$ cat config.mk
export PLATFORM = sky130hd
export DESIGN_NAME = md_cart_bus_master
export DESIGN_NICKNAME = d
export VERILOG_FILES = /design/src/rtl/md_bus_pkg.sv /design/src/rtl/md_sync2.sv /design/src/rtl/md_cart_bus_master.sv
export SDC_FILE = /design/constraint.sdc
export NUM_CORES = 1
export LEC_CHECK = 0
export BUFFER_PORTS_ARGS = -buffer_cell sky130_fd_sc_hd__buf_4
export CAP_MARGIN = 10
export CORE_MARGIN = 4
export CORE_UTILIZATION = 49
export CTS_CLUSTER_DIAMETER = 150
export CTS_CLUSTER_SIZE = 40
export DETAILED_ROUTE_END_ITERATION = 12
export GPL_ROUTABILITY_DRIVEN = 0
export HOLD_SLACK_MARGIN = 0.05
export PLACE_DENSITY_LB_ADDON = 0.15
export SYNTH_ARGS = -nofsm -noshare
export SYNTH_HDL_FRONTEND = slang
export SYNTH_SLANG_ARGS = --single-unit
$ cat constraint.sdc
create_clock -name CLK -period 2.25 [get_ports CLK]
set_input_delay 0.3375 -clock CLK [delete_from_list [all_inputs] [get_ports CLK]]
set_output_delay 0.3375 -clock CLK [all_outputs]
set_load 0.01 [all_outputs]
$ cat src/rtl/md_bus_pkg.sv
// Shared state encoding and cartridge address-map constants for the MD cart bus master.
package md_bus_pkg;

   typedef enum logic [2:0] {
      ST_IDLE,
      ST_SETUP,
      ST_STROBE,
      ST_WAIT,
      ST_RECOVER
   } md_state_e;

   // Byte-address region boundaries decoded when a request is accepted
   localparam logic [15:0] TIME_BASE  = 16'hA130;
   localparam logic [23:0] CART_LIMIT = 24'h400000;
   localparam logic [23:0] ASEL_LIMIT = 24'h800000;

endpackage

$ cat src/rtl/md_sync2.sv
// Two-flop synchroniser for an asynchronous active-low input; resets to the idle (high) level.
module md_sync2 (
   input  logic clk_i,
   input  logic rst_ni,
   input  logic d_i,
   output logic q_o
);

   logic meta_q;

   always_ff @(posedge clk_i or negedge rst_ni) begin
      if (!rst_ni) begin
         meta_q <= 1'b1;
         q_o    <= 1'b1;
      end else begin
         meta_q <= d_i;
         q_o    <= meta_q;
      end
   end

endmodule

$ cat src/rtl/md_cart_bus_master.sv
// Cartridge-slot bus initiator: turns one-word core requests into sequenced, fully registered
// MD cart bus cycles and completes them on synchronised DTACK_N or on timeout.
module md_cart_bus_master
   import md_bus_pkg::*;
#(
   parameter int unsigned SETUP_CYC   = 2,
   parameter int unsigned STROBE_MIN  = 2,
   parameter int unsigned TIMEOUT     = 64,
   parameter int unsigned RECOVER_CYC = 1
) (
   input  logic        CLK,
   input  logic        RST_N,
   // Handshake: REQ is held by the core until the one-cycle ACK pulse; the request is
   // accepted only in IDLE, and RDATA/ERR are valid while ACK is high.
   input  logic        REQ,
   input  logic [22:0] ADDR,
   input  logic [15:0] WDATA,
   input  logic        WE,
   input  logic [1:0]  BE,
   output logic        ACK,
   output logic [15:0] RDATA,
   output logic        ERR,
   output logic        BUSY,
   output logic [22:0] VA,
   output logic [15:0] VDO,
   output logic        VDO_OE,
   input  logic [15:0] VDI,
   output logic        AS_N,
   output logic        CAS0_N,
   output logic        LWR_N,
   output logic        UWR_N,
   output logic        CE0_N,
   output logic        TIME_N,
   output logic        ASEL_N,
   input  logic        DTACK_N,
   output md_state_e   DBG_STATE
);

   localparam logic [3:0] SETUP_LD   = 4'(SETUP_CYC - 1);
   localparam logic [3:0] STROBE_LD  = 4'(STROBE_MIN - 1);
   localparam logic [3:0] RECOVER_LD = 4'(RECOVER_CYC - 1);
   localparam logic [7:0] TOUT_LAST  = 8'(TIMEOUT - 1);

   md_state_e   state_q, state_d;
   logic [3:0]  cnt_q, cnt_d;
   logic [7:0]  tcnt_q, tcnt_d;
   logic        we_q, we_d;
   logic [1:0]  be_q, be_d;
   logic [22:0] va_q, va_d;
   logic [15:0] vdo_q, vdo_d;
   logic        vdo_oe_q, vdo_oe_d;
   logic        as_n_q, as_n_d, cas0_n_q, cas0_n_d, lwr_n_q, lwr_n_d, uwr_n_q, uwr_n_d;
   logic        ce0_n_q, ce0_n_d, time_n_q, time_n_d, asel_n_q, asel_n_d;
   logic        ack_q, ack_d, err_q, err_d, busy_q, busy_d;
   logic [15:0] rdata_q, rdata_d;
   logic        dts;
   logic [23:0] byte_addr;

   md_sync2 u_dtack_sync (
      .clk_i  (CLK),
      .rst_ni (RST_N),
      .d_i    (DTACK_N),
      .q_o    (dts)
   );

   assign byte_addr = {ADDR, 1'b0};

   always_comb begin
      state_d  = state_q;
      cnt_d    = cnt_q;
      tcnt_d   = tcnt_q;
      we_d     = we_q;
      be_d     = be_q;
      va_d     = va_q;
      vdo_d    = vdo_q;
      vdo_oe_d = vdo_oe_q;
      as_n_d   = as_n_q;
      cas0_n_d = cas0_n_q;
      lwr_n_d  = lwr_n_q;
      uwr_n_d  = uwr_n_q;
      ce0_n_d  = ce0_n_q;
      time_n_d = time_n_q;
      asel_n_d = asel_n_q;
      ack_d    = 1'b0;
      err_d    = err_q;
      rdata_d  = rdata_q;
      case (state_q)
         ST_IDLE: begin
            if (REQ) begin
               we_d     = WE;
               be_d     = (BE == 2'b00) ? 2'b11 : BE;
               va_d     = ADDR;
               vdo_d    = WDATA;
               vdo_oe_d = WE;
               ce0_n_d  = !(byte_addr < CART_LIMIT);
               time_n_d = !(byte_addr[23:8] == TIME_BASE);
               asel_n_d = !(byte_addr < ASEL_LIMIT);
               cnt_d    = SETUP_LD;
               state_d  = ST_SETUP;
            end
         end
         ST_SETUP: begin
            if (cnt_q == 4'd0) begin
               as_n_d = 1'b0;
               if (we_q) begin
                  uwr_n_d = !be_q[1];
                  lwr_n_d = !be_q[0];
               end else begin
                  cas0_n_d = 1'b0;
               end
               cnt_d   = STROBE_LD;
               state_d = ST_STROBE;
            end else begin
               cnt_d = cnt_q - 4'd1;
            end
         end
         ST_STROBE: begin
            if (cnt_q == 4'd0) begin
               tcnt_d  = 8'd0;
               state_d = ST_WAIT;
            end else begin
               cnt_d = cnt_q - 4'd1;
            end
         end
         ST_WAIT: begin
            // A live DTACK wins over a timeout landing on the same edge
            if (!dts || (tcnt_q == TOUT_LAST)) begin
               ack_d    = 1'b1;
               err_d    = dts;
               if (!we_q) rdata_d = VDI;
               as_n_d   = 1'b1;
               cas0_n_d = 1'b1;
               lwr_n_d  = 1'b1;
               uwr_n_d  = 1'b1;
               vdo_oe_d = 1'b0;
               cnt_d    = RECOVER_LD;
               state_d  = ST_RECOVER;
            end else begin
               tcnt_d = tcnt_q + 8'd1;
            end
         end
         ST_RECOVER: begin
            if (cnt_q == 4'd0) begin
               ce0_n_d  = 1'b1;
               time_n_d = 1'b1;
               asel_n_d = 1'b1;
               state_d  = ST_IDLE;
            end else begin
               cnt_d = cnt_q - 4'd1;
            end
         end
         default: state_d = ST_IDLE;
      endcase
      busy_d = (state_d != ST_IDLE);
   end

   always_ff @(posedge CLK or negedge RST_N) begin
      if (!RST_N) begin
         state_q  <= ST_IDLE;
         cnt_q    <= '0;
         tcnt_q   <= '0;
         we_q     <= 1'b0;
         be_q     <= 2'b00;
         va_q     <= '0;
         vdo_q    <= '0;
         vdo_oe_q <= 1'b0;
         as_n_q   <= 1'b1;
         cas0_n_q <= 1'b1;
         lwr_n_q  <= 1'b1;
         uwr_n_q  <= 1'b1;
         ce0_n_q  <= 1'b1;
         time_n_q <= 1'b1;
         asel_n_q <= 1'b1;
         ack_q    <= 1'b0;
         err_q    <= 1'b0;
         busy_q   <= 1'b0;
         rdata_q  <= '0;
      end else begin
         state_q  <= state_d;
         cnt_q    <= cnt_d;
         tcnt_q   <= tcnt_d;
         we_q     <= we_d;
         be_q     <= be_d;
         va_q     <= va_d;
         vdo_q    <= vdo_d;
         vdo_oe_q <= vdo_oe_d;
         as_n_q   <= as_n_d;
         cas0_n_q <= cas0_n_d;
         lwr_n_q  <= lwr_n_d;
         uwr_n_q  <= uwr_n_d;
         ce0_n_q  <= ce0_n_d;
         time_n_q <= time_n_d;
         asel_n_q <= asel_n_d;
         ack_q    <= ack_d;
         err_q    <= err_d;
         busy_q   <= busy_d;
         rdata_q  <= rdata_d;
      end
   end

   assign ACK       = ack_q;
   assign RDATA     = rdata_q;
   assign ERR       = err_q;
   assign BUSY      = busy_q;
   assign VA        = va_q;
   assign VDO       = vdo_q;
   assign VDO_OE    = vdo_oe_q;
   assign AS_N      = as_n_q;
   assign CAS0_N    = cas0_n_q;
   assign LWR_N     = lwr_n_q;
   assign UWR_N     = uwr_n_q;
   assign CE0_N     = ce0_n_q;
   assign TIME_N    = time_n_q;
   assign ASEL_N    = asel_n_q;
   assign DBG_STATE = state_q;

endmodule

Word level (Yosys, flattened, before mapping)
Cells that the tools add are included.
{ "totals": {"output_inout_bits": 69, "in_bits": 62, "regBits": 86, "wordCells": 107} }
{ "classes": {"add_sub_neg": 2, "n_eq_ne": 15, "muxes": 39, "reduce_logical": 27, "bitwise_logic": 1, "magnitude_cmp": 2} }
{ "op_table": {"columns": ["cell", "n"], "rows": [
  ["24-bit by 23-bit < comparator with 1-bit output, second input constant", 1],
  ["24-bit < comparator, second input constant", 1],
  ["2-bit != test, second input constant", 9],
  ["16-bit == test, second input constant", 1],
  ["1-bit 2-to-1 mux", 16],
  ["4-bit 2-to-1 mux", 4],
  ["8-bit 2-to-1 mux", 2],
  ["1-bit one-hot mux with 2 select lines", 8],
  ["4-bit one-hot mux with 4 select lines", 1],
  ["8-bit one-hot mux with 2 select lines", 1],
  ["3-bit 2-to-1 mux", 5],
  ["3-bit one-hot mux with 5 select lines", 1],
  ["3-bit AND reduction", 5],
  ["4-bit AND reduction", 3],
  ["8-bit by 1-bit adder with 8-bit output, second input constant", 1],
  ["8-bit by 6-bit == test with 1-bit output, second input constant", 1],
  ["2-bit nonzero test", 4],
  ["3-bit by 2-bit == test with 1-bit output, second input constant", 2],
  ["1-bit zero test", 6],
  ["4-bit zero test", 1],
  ["2-bit AND reduction", 2],
  ["4-bit nonzero test", 1],
  ["4-bit by 1-bit subtractor with 4-bit output, second input constant", 1],
  ["3-bit by 1-bit == test with 1-bit output, second input constant", 1],
  ["8 further kinds", 8]
]} }

Logic depth before layout (Yosys ltp)
Gate-level depths: netlist of the first run.
{ "logic_depth": {"ltp_word": 5, "mapped_depth": 8, "ltp_nobuf": 7} }

Cells and area by module
A second synthesis of the first run with hierarchy kept.
{ "unflattened": {"hier_cells": 355, "hier_area_um2": 3667.3} }
{ "by_module_without_submodules": {"columns": ["mod", "area_per_inst_um2", "instances", "seq_area_each_um2", "cells_per_inst"], "rows": [
  ["md_cart_bus_master", 3614.7, 1, 2110.8, 353],
  ["md_sync2", 52.6, 1, 52.6, 2]
]} }

Least setup slack after synthesis of the first run
No wires, ideal clock.
{ "synth_path": {"path_type": "register -> register", "from": "reg cnt_q[0]", "to": "reg cnt_q[3]", "t_arrival_ns": 1.643, "n_path_buf": 1, "required_time_ns": 2.108, "period_less_slack_ns": 1.785, "setup_slack_ns": 0.465, "setup_time_ns": 0.142, "path_stages_with_launch": 8, "path_cell_list": "dfrtp_1 > inv_1 > ha_1 > or3b_1 > clkbuf_1 > a211o_1 > o311ai_0 > o211ai_1"} }
{ "synth_between": {"elab_chain_len": 3, "word_cells_on_any_way": 7, "cone_classes": "1 x add/sub; 1 x eq/ne; 3 x mux; 2 x reduce/logical"} }
{ "synth_lines": {"columns": ["item", "line_no", "source"], "rows": [
  ["from (decl)", "md_cart_bus_master.sv:45", "logic [3:0] cnt_q, cnt_d;"],
  ["from (signal assigned)", "md_cart_bus_master.sv:180", "cnt_q <= cnt_d;"],
  ["4-bit by 1-bit subtractor with 4-bit output or 4-bit zero test (tied branches)", null, null],
  ["4-bit 2-to-1 mux (tied with other cells)", "md_cart_bus_master.sv:118, md_cart_bus_master.sv:143", null],
  ["4-bit one-hot mux with 4 select lines or 4-bit AND reduction (tied branches)", null, null]
]} }
Parallel ways exist; a longest one is shown, timed or not. The select of a mux whose other input is x is not followed.
A chain may end at the register's enable or synchronous reset.

Final worst setup path of the first run
{ "layout_path": {"from": "reg tcnt_q[0]", "to": "reg rdata_q[2], in the netlist RDATA[2]"} }
{ "layout_between": {"elab_chain_len": 3} }
{ "layout_lines": {"columns": ["item", "line_no", "source"], "rows": [
  ["from (decl)", "md_cart_bus_master.sv:46", "logic [7:0] tcnt_q, tcnt_d;"],
  ["from (signal assigned)", "md_cart_bus_master.sv:181", "tcnt_q <= tcnt_d;"],
  ["8-bit by 6-bit == test with 1-bit output", "md_cart_bus_master.sv:127", "if (!dts || (tcnt_q == TOUT_LAST)) begin"],
  ["1-bit logical OR", "md_cart_bus_master.sv:127", null],
  ["3-bit AND reduction (no line)", null, null],
  ["to (signal assigned)", "md_cart_bus_master.sv:197", "rdata_q <= rdata_d;"],
  ["to (decl)", "md_cart_bus_master.sv:55", "logic [15:0] rdata_q, rdata_d;"]
]} }
Every way passes these cells.

==> results by group, run 1 <==
Setup path
  – Buffering stage count on the worst path with inverters included: 0
  – CP top delay family: simple AND/OR/NAND/NOR gates
  – Reg2reg end: RDATA[2]
  – Arr. time, crit path: about 2200 ps
  – Crit Path Max Fanout: 16
  – Critical Path RT: ~2500 ps
  – FF-to-FF path depth: 6
  – CP Launch Type: flop
  – Crit path kind: reg -> reg
  – Max stage delay cell, worst path: dfrtp_1
  – Crit-path cells: ha_1 -> nand4bb_1 -> o21ai_1 -> nand2b_4 -> nor2_8 -> mux2_2
  – Crit path largest cell delay: roughly 400 ps
  – Worst r2r src: tcnt_q[0]
  – R2R setup slack: between 200 and 250 ps
  – Crit end category: flop

Timing
  – Slew headroom: roughly two thirds
  – Final Worst Setup Slack: around 250 ps
  – Max-slew violation count: 0
  – Final Skew: between 10 and 15 ps
  – Final period util: between 80 and 90%
  – Final Hold Viols: 0
  – Highest Clock Rate: approximately 500 MHz
  – RSZ-0062 raised after global routing: no
  – Setup TNS: 0 ps
  – Worst-margin pin slew: 504.9 ps
  – Final setup fails: 0
  – Final critical-path required period: about 2000 ps

Drt
  – WL per Instance: 16.38 um
  – DRC Markers: 0
  – Final ANT Viol Nets: 0
  – Total Routed Length: between 8000 and 9000 um
  – Initial DRC Count: 99
  – Via count: 2,656
  – Via density: 5.147
  – First-pass DRT Iterations: 4

Global route
  – Number of global-route vias before repair: ~2,900
  – Largest net degree at the start of global routing: 49
  – Initial antenna violation count: 0
  – Total GRT Usage: ~20%
  – First-pass GRT wire length: approximately 14,000 um
  – GR Overflow Total: 0

Run status
  – Status: finished, final reports clean

Power
  – VDD IR max: 0.7177 mV
  – Power Density: 1381 nW/um2
  – Total leakage power: 2.363 nW

CTS
  – Clock slew at reported path FFs: about 80 ps
  – CTS Buffer Depth: 2
  – CTS HTree Levels: 3
  – Post-CTS Setup Inserts: 0
  – CTS Buf Count: 9
  – Number of clock sinks: 86
  – Skew-Pair Late Insertion Delay: 350 ps
  – TritonCTS clock tree: done
  – CTS root buf: clkbuf_8

Floorplanning
  – Die area: 8949 um2
  – Die Wd: 94.60 um
  – Initial Util: between 50% and 60%
  – # IOs: between 100 and 150
  – DIE HEIGHT: between 90 and 100 um
  – Core area: about 7300 um2
  – Cell Rows: 31

Synth
  – Syn_area_per_cell: 13.46 um2
  – Post-synth ARST share: 100.0%
  – Top FF cell, synth: dfrtp_1
  – Register area share after synthesis: 58.87%
  – Mapped Nets: approximately 340
  – Synth cell types: 52
  – Yosys reg bits: 86
  – Synthesized cell area: ~3700 um2
  – Synth Instances: ~270
  – Number of synthesized flops with an enable pin: 0
  – Syn. warnings: 0

Worst hold path
  – HP Start: DTACK_N
  – Hold Crit Depth: 1
  – Worst Hold Class: in -> reg
  – Min-Delay Endpoint: u_dtack_sync.meta_q

Place
  – Pre-CTS WS: 249.6 ps
  – PortBufs: 130
  – HPWL after detailed placement: roughly 6400 um

Job
  – Max-cap violation count: 0

Final layout
  – Fillers: 543
  – Antenna cell count: 0
  – Final net count: around 480
  – Layout cell share with drive strength beyond 1: ~53%
  – Area grow syn2layout: 36.53%
==> cell usage in the layout (no fill, tap or decap), types with 3 or more instances in the layout <==
cell type | netlist | routed
clkbuf_8 | 0 | 10
inv_1 | 7 | 7
a31oi_1 | 5 | 5
xnor2_1 | 3 | 3
dfrtp_1 | 77 | 77
o21ai_0 | 7 | 7
mux2_2 | 44 | 44
buf_4 | 5 | 135
mux2_4 | 10 | 10
nand2b_1 | 3 | 3
o21a_1 | 3 | 3
dfstp_2 | 9 | 9
nor2_1 | 15 | 15
a21oi_1 | 7 | 7
nand3_1 | 4 | 4
nand2_1 | 17 | 17
o22a_1 | 5 | 5
nor4_1 | 3 | 3
nor3_1 | 5 | 5
==> logic make-up (layout without fill, tap and decap cells) <==
family                     after synthesis  after routing  share of synthesized area, %
and+or+nand+nor                         67             67                         10.90
xor gates and xnor gates                 5              5                         1.192
DFF                                     86             86                         58.87
adders and majority gates                2              2                        0.6809
muxes                                   56             56                         18.18
buffers and inverters                   17            161                         2.622
AOI/OAI and AO/OA                       40             40                         7.559
==> Yosys cell counts (2+ instances only) <==
library cell,count,area (um2)
buf_4,5,37.54
inv_1,7,26.28
nor2_8,2,40.04
nor3_1,5,25.02
buf_2,2,10.01
a211o_1,2,17.52
xnor2_1,3,26.28
a31oi_1,5,31.28
mux2_1,2,22.52
o21ai_0,7,35.03
nand2b_1,3,18.77
o21ai_1,2,10.01
o22a_1,5,43.79
nor4bb_1,2,20.02
ha_1,2,25.02
dfstp_2,9,236.5
nor2_1,15,56.30
nand3_1,4,20.02
nand2_1,17,63.81
clkbuf_1,2,7.510
o21a_1,3,22.52
dfrtp_1,77,1927
xor2_1,2,17.52
a21oi_1,7,35.03
mux2_4,10,150.1
nor4_1,3,18.77
nand3b_1,2,15.01
mux2_2,44,495.5
==> per-layer routing <==
metal	wire [um]	vias to the layer above	share of wire, %	global-route usage (%)
met2	4301	82	51	32.18
li1	-	1251	-	-
met4	124	0	1.5	9.014
met3	682	11	8.1	6.375
met5	0	-	0	0
met1	3346	1312	40	24.10
==> timing repair <==
item,CTS,global route
setup endpoints to repair,0,0
endpoints found under the hold margin,32,0
resized for setup,0,0
hold buffers,1,0
==> where the power goes <==
group,internal (W),total (W),leakage [nW],switching [W]
Clock,0.000658,0.00121,0.106,0.000551
Sequential,0.00228,0.00274,1.03,0.000461
Combinational,0.00170,0.00298,1.23,0.00128
Total,0.00463,0.00693,2.36,0.00229
==> through the flow <==
step | cells | utilization [%] | cell area [um2] | hold WS, ps | power (W)
floorplan | 273 | - | 3675 | 41.91 | 0.004339
finish | 516 | 69.17 | 5017 | 98.30 | 0.006927
CTS | 516 | 69.17 | 5017 | 78.82 | 0.007027
detailed placement | 499 | 65.93 | 4782 | 343.1 | 0.005787
global placement | 499 | 65.93 | 4782 | 344.9 | 0.005682
global route | 516 | 69.17 | 5017 | 72.99 | 0.007395
==> worst max-delay path by stage <==
stage                      start  endpoint  slack, ps  cells past startpoint
global placement    DBG_STATE[1]  RDATA[0]        300                      5
CTS                    tcnt_q[0]  RDATA[2]        240                      6
floorplan               cnt_q[0]  cnt_q[3]        470                      7
detailed placement     tcnt_q[0]  RDATA[2]        250                      6
finish                 tcnt_q[0]  RDATA[2]        250                      6
global route           tcnt_q[0]  RDATA[5]        110                      6
==> flip-flops by register name (all words and copies together), names as in the netlist <==
register,count
cnt_q,4
CAS0_N,1
ERR,1
VDO,16
be_q,2
CE0_N,1
TIME_N,1
AS_N,1
we_q,1
ASEL_N,1
BUSY,1
DBG_STATE,3
tcnt_q,8
u_dtack_sync.meta_q,1
UWR_N,1
LWR_N,1
VDO_OE,1
u_dtack_sync.q_o,1
ACK,1
VA,23
RDATA,16
==> cell type report <==
class | instances | area, um2 | share of cell area [%]
timing repair buffer | 138 | 1064 | 21.20
clock inverter | 5 | 83.83 | 1.671
tap | 99 | 123.9 | 2.469
sequential | 86 | 2163 | 43.12
inverter | 7 | 26.28 | 0.5237
multi-input combinational | 170 | 1415 | 28.20
clock buffer | 11 | 141.4 | 2.818
No activity file was read; power rests on OpenSTA's default activity.
==> inputs of run 2 (changes only) <==
==> constraint.sdc (replaced) <==
create_clock -name CLK -period 2.05 [get_ports CLK]
set_input_delay 0.3075 -clock CLK [delete_from_list [all_inputs] [get_ports CLK]]
set_output_delay 0.3075 -clock CLK [all_outputs]
set_load 0.01 [all_outputs]
==> run 2 against run 1 <==
Clock skew is 1.9 ps lower. Routed wire length decreased by 0.31%. Cell area is 1.0% higher. Sequential power rose by 8.4%. Highest routed layer unchanged. Clock power hardly changed. Largest power group unchanged. Combinational power is 13% higher. Flip-flop and latch count did not move. Maximum frequency up 4.3%. Power grew 8.7%. Core utilization is 0.71 points higher. Via count is 0.53% higher.
==> results by group, run 2 (synthesis gave the netlist of run 1 again) <==
Global route
  – Largest net degree at the start of global routing: 42
  – Number of global-route vias before repair: between 2,000 and 3,000
  – Total GRT Usage: 19.55%
  – Initial antenna violation count: 0
  – GR Overflow Total: 0
  – First-pass GRT wire length: approximately 13,000 um

Final layout
  – Final instance count without filler cells: 524
  – Max reg flops: 23
  – Antenna cell count: 0
  – Most frequent cells in the layout: buf_4 (141), dfrtp_1 (77), mux2_2 (44), nand2_1 (17), nor2_1 (15)
  – Layout cell share with drive strength beyond 1: a little over half
  – Area grow syn2layout: 37.93%
  – Commonest non-fill, non-tap cell in the layout: buf_4
  – Final net count: 484

Power
  – Total leakage power: 2.403 nW
  – Internal Power: 0.004991 W
  – Switching share of power: between 30% and 40%
  – Clock share of power: around 16%
  – Switching power: roughly 0.0025 W
  – Seq pwr share: 39.4%
  – Power Density: 1485 nW/um2
  – VDD IR max: 0.9097 mV
  – Comb power frac: 44.8%

Drt
  – Final ANT Viol Nets: 0
  – Total Routed Length: 8428 um
  – Via count: 2,670
  – WL per Instance: between 15 and 20 um
  – DRC Markers: 0
  – Via density: between 5 and 6
  – First-pass DRT Iterations: 4
  – Initial DRC Count: between 100 and 150

Timing
  – Hold_ws: ~160 ps
  – Final Hold Viols: 0
  – Final setup fails: 0
  – Worst-margin pin slew: around 540 ps
  – Highest Clock Rate: roughly 520 MHz
  – RSZ-0062 raised after global routing: no
  – Final period util: a little over nine tenths
  – Max-slew violation count: 0
  – Slew headroom: around 64%
  – Setup TNS: 0 ps
  – Final critical-path required period: just under 2000 ps
  – Final Skew: approximately 8.4 ps

CTS
  – Number of clock sinks: between 80 and 90
  – Skew-Pair Late Insertion Delay: ~350 ps
  – CTS root buf: clkbuf_8
  – Post-CTS Setup Inserts: 0
  – CTS Buf Count: 9
  – CTS Buffer Depth: 2
  – Clock slew at reported path FFs: 90 ps
  – TritonCTS clock tree: done
  – CTS HTree Levels: 3

Setup path
  – R2R setup slack: between 100 and 150 ps
  – Crit Path Max Fanout: 10
  – FF-to-FF path depth: 7
  – Reg2reg end: RDATA[9]
  – Arr. time, crit path: ~2200 ps
  – Crit path kind: reg -> reg
  – Critical Path RT: 2290 ps
  – Crit end category: flop
  – CP Launch Type: flop
  – Worst r2r src: tcnt_q[0]

Floorplanning
  – DIE HEIGHT: 94.60 um
  – Die area: just under 9000 um2
  – Die Wd: approximately 95 um
  – # IOs: about 130
  – Core area: 7253 um2
  – Initial Util: between 50% and 60%
  – Cell Rows: 31

Place
  – HPWL after detailed placement: between 6000 and 7000 um
  – Cells after DPL: approximately 510
  – PortBufs: 130

Job
  – Max-cap violation count: 0

Worst hold path
  – Hold Crit Depth: 2
  – Min-Delay Endpoint: be_q[0]
  – Worst Hold Class: in -> reg
  – HP Start: BE[1]

Run status
  – Status: finished, final reports clean
## run 2: changes by cell type in the layout (fill, tap and decap cells not counted), sizes merged
cell         change
buf              +7
bufinv           -1
clkbuf           -2
clkinv           +3
clkinvlp         -2
dlygate4sd3      +1
inv              +2
## run 2: worst max path at each step
stage / start / end / slack, ps / depth (start not counted)
2_1_floorplan: cnt_q[0] / cnt_q[3] / 270 / 7
3_3_place_gp: tcnt_q[0] / RDATA[14] / 180 / 7
3_5_place_dp: cnt_q[0] / cnt_q[3] / 110 / 6
4_1_cts: cnt_q[0] / cnt_q[3] / 120 / 6
5_1_grt: tcnt_q[0] / RDATA[11] / 5 / 7
6_report: tcnt_q[0] / RDATA[9] / 130 / 7
## run 2: critical path, cell delays in order, from the launching register on
cell       delay (ps)
dfrtp_1           390
ha_1              220
nand4bb_1         210
o21ai_2           230
nand2b_4          110
nor2_8            170
buf_12            170
mux2_4            300
## run 2: power groups by stage
stage | registers [W] | clock network (W) | logic, W
floorplan | 0.00325 | 0 | 0.00151
global placement | 0.00296 | 0 | 0.00334
detailed placement | 0.00299 | 0 | 0.00341
CTS | 0.00297 | 0.00123 | 0.00341
global route | 0.00307 | 0.00130 | 0.00366
finish | 0.00297 | 0.00119 | 0.00337
## run 2: layout make-up
| cell class | instances | area, um2 |
|---|---|---|
| inverters | 7 | 26.28 |
| repair buffers | 146 | 1139 |
| clock buffers | 9 | 123.9 |
| multi-input cells | 170 | 1421 |
| fillers | 540 | 2185 |
| flip-flops and latches | 86 | 2163 |
| clock inverters | 7 | 71.32 |
| well taps | 99 | 123.9 |
## run 2: per-layer routing
| metal | vias up | GRT usage (%) | wire length, um |
|---|---|---|---|
| li1 | 1270 | - | - |
| met1 | 1311 | 23.51 | 3350 |
| met2 | 83 | 33.18 | 4336 |
| met3 | 6 | 7.490 | 662 |
| met4 | 0 | 4.688 | 78 |
| met5 | - | 0 | 0 |
## run 2: repair_timing
action	4_1_cts	5_1_grt
setup endpoints to repair	0	12
hold buffers	1	1
resized for setup	0	2
hold endpoints to repair	36	1
## run 2: through the flow
stage | instance area, um2 | utilization, % | setup slack [ps] | total power, W
after detailed placement | 4847 | 66.83 | 114.9 | 0.006403
after global placement | 4847 | 66.83 | 180.2 | 0.006300
after global routing | 5069 | 69.88 | 5.176 | 0.008030
final | 5069 | 69.88 | 129.1 | 0.007527
after floorplan | 3675 | - | 265.4 | 0.004762
after CTS | 5052 | 69.66 | 124.4 | 0.007615
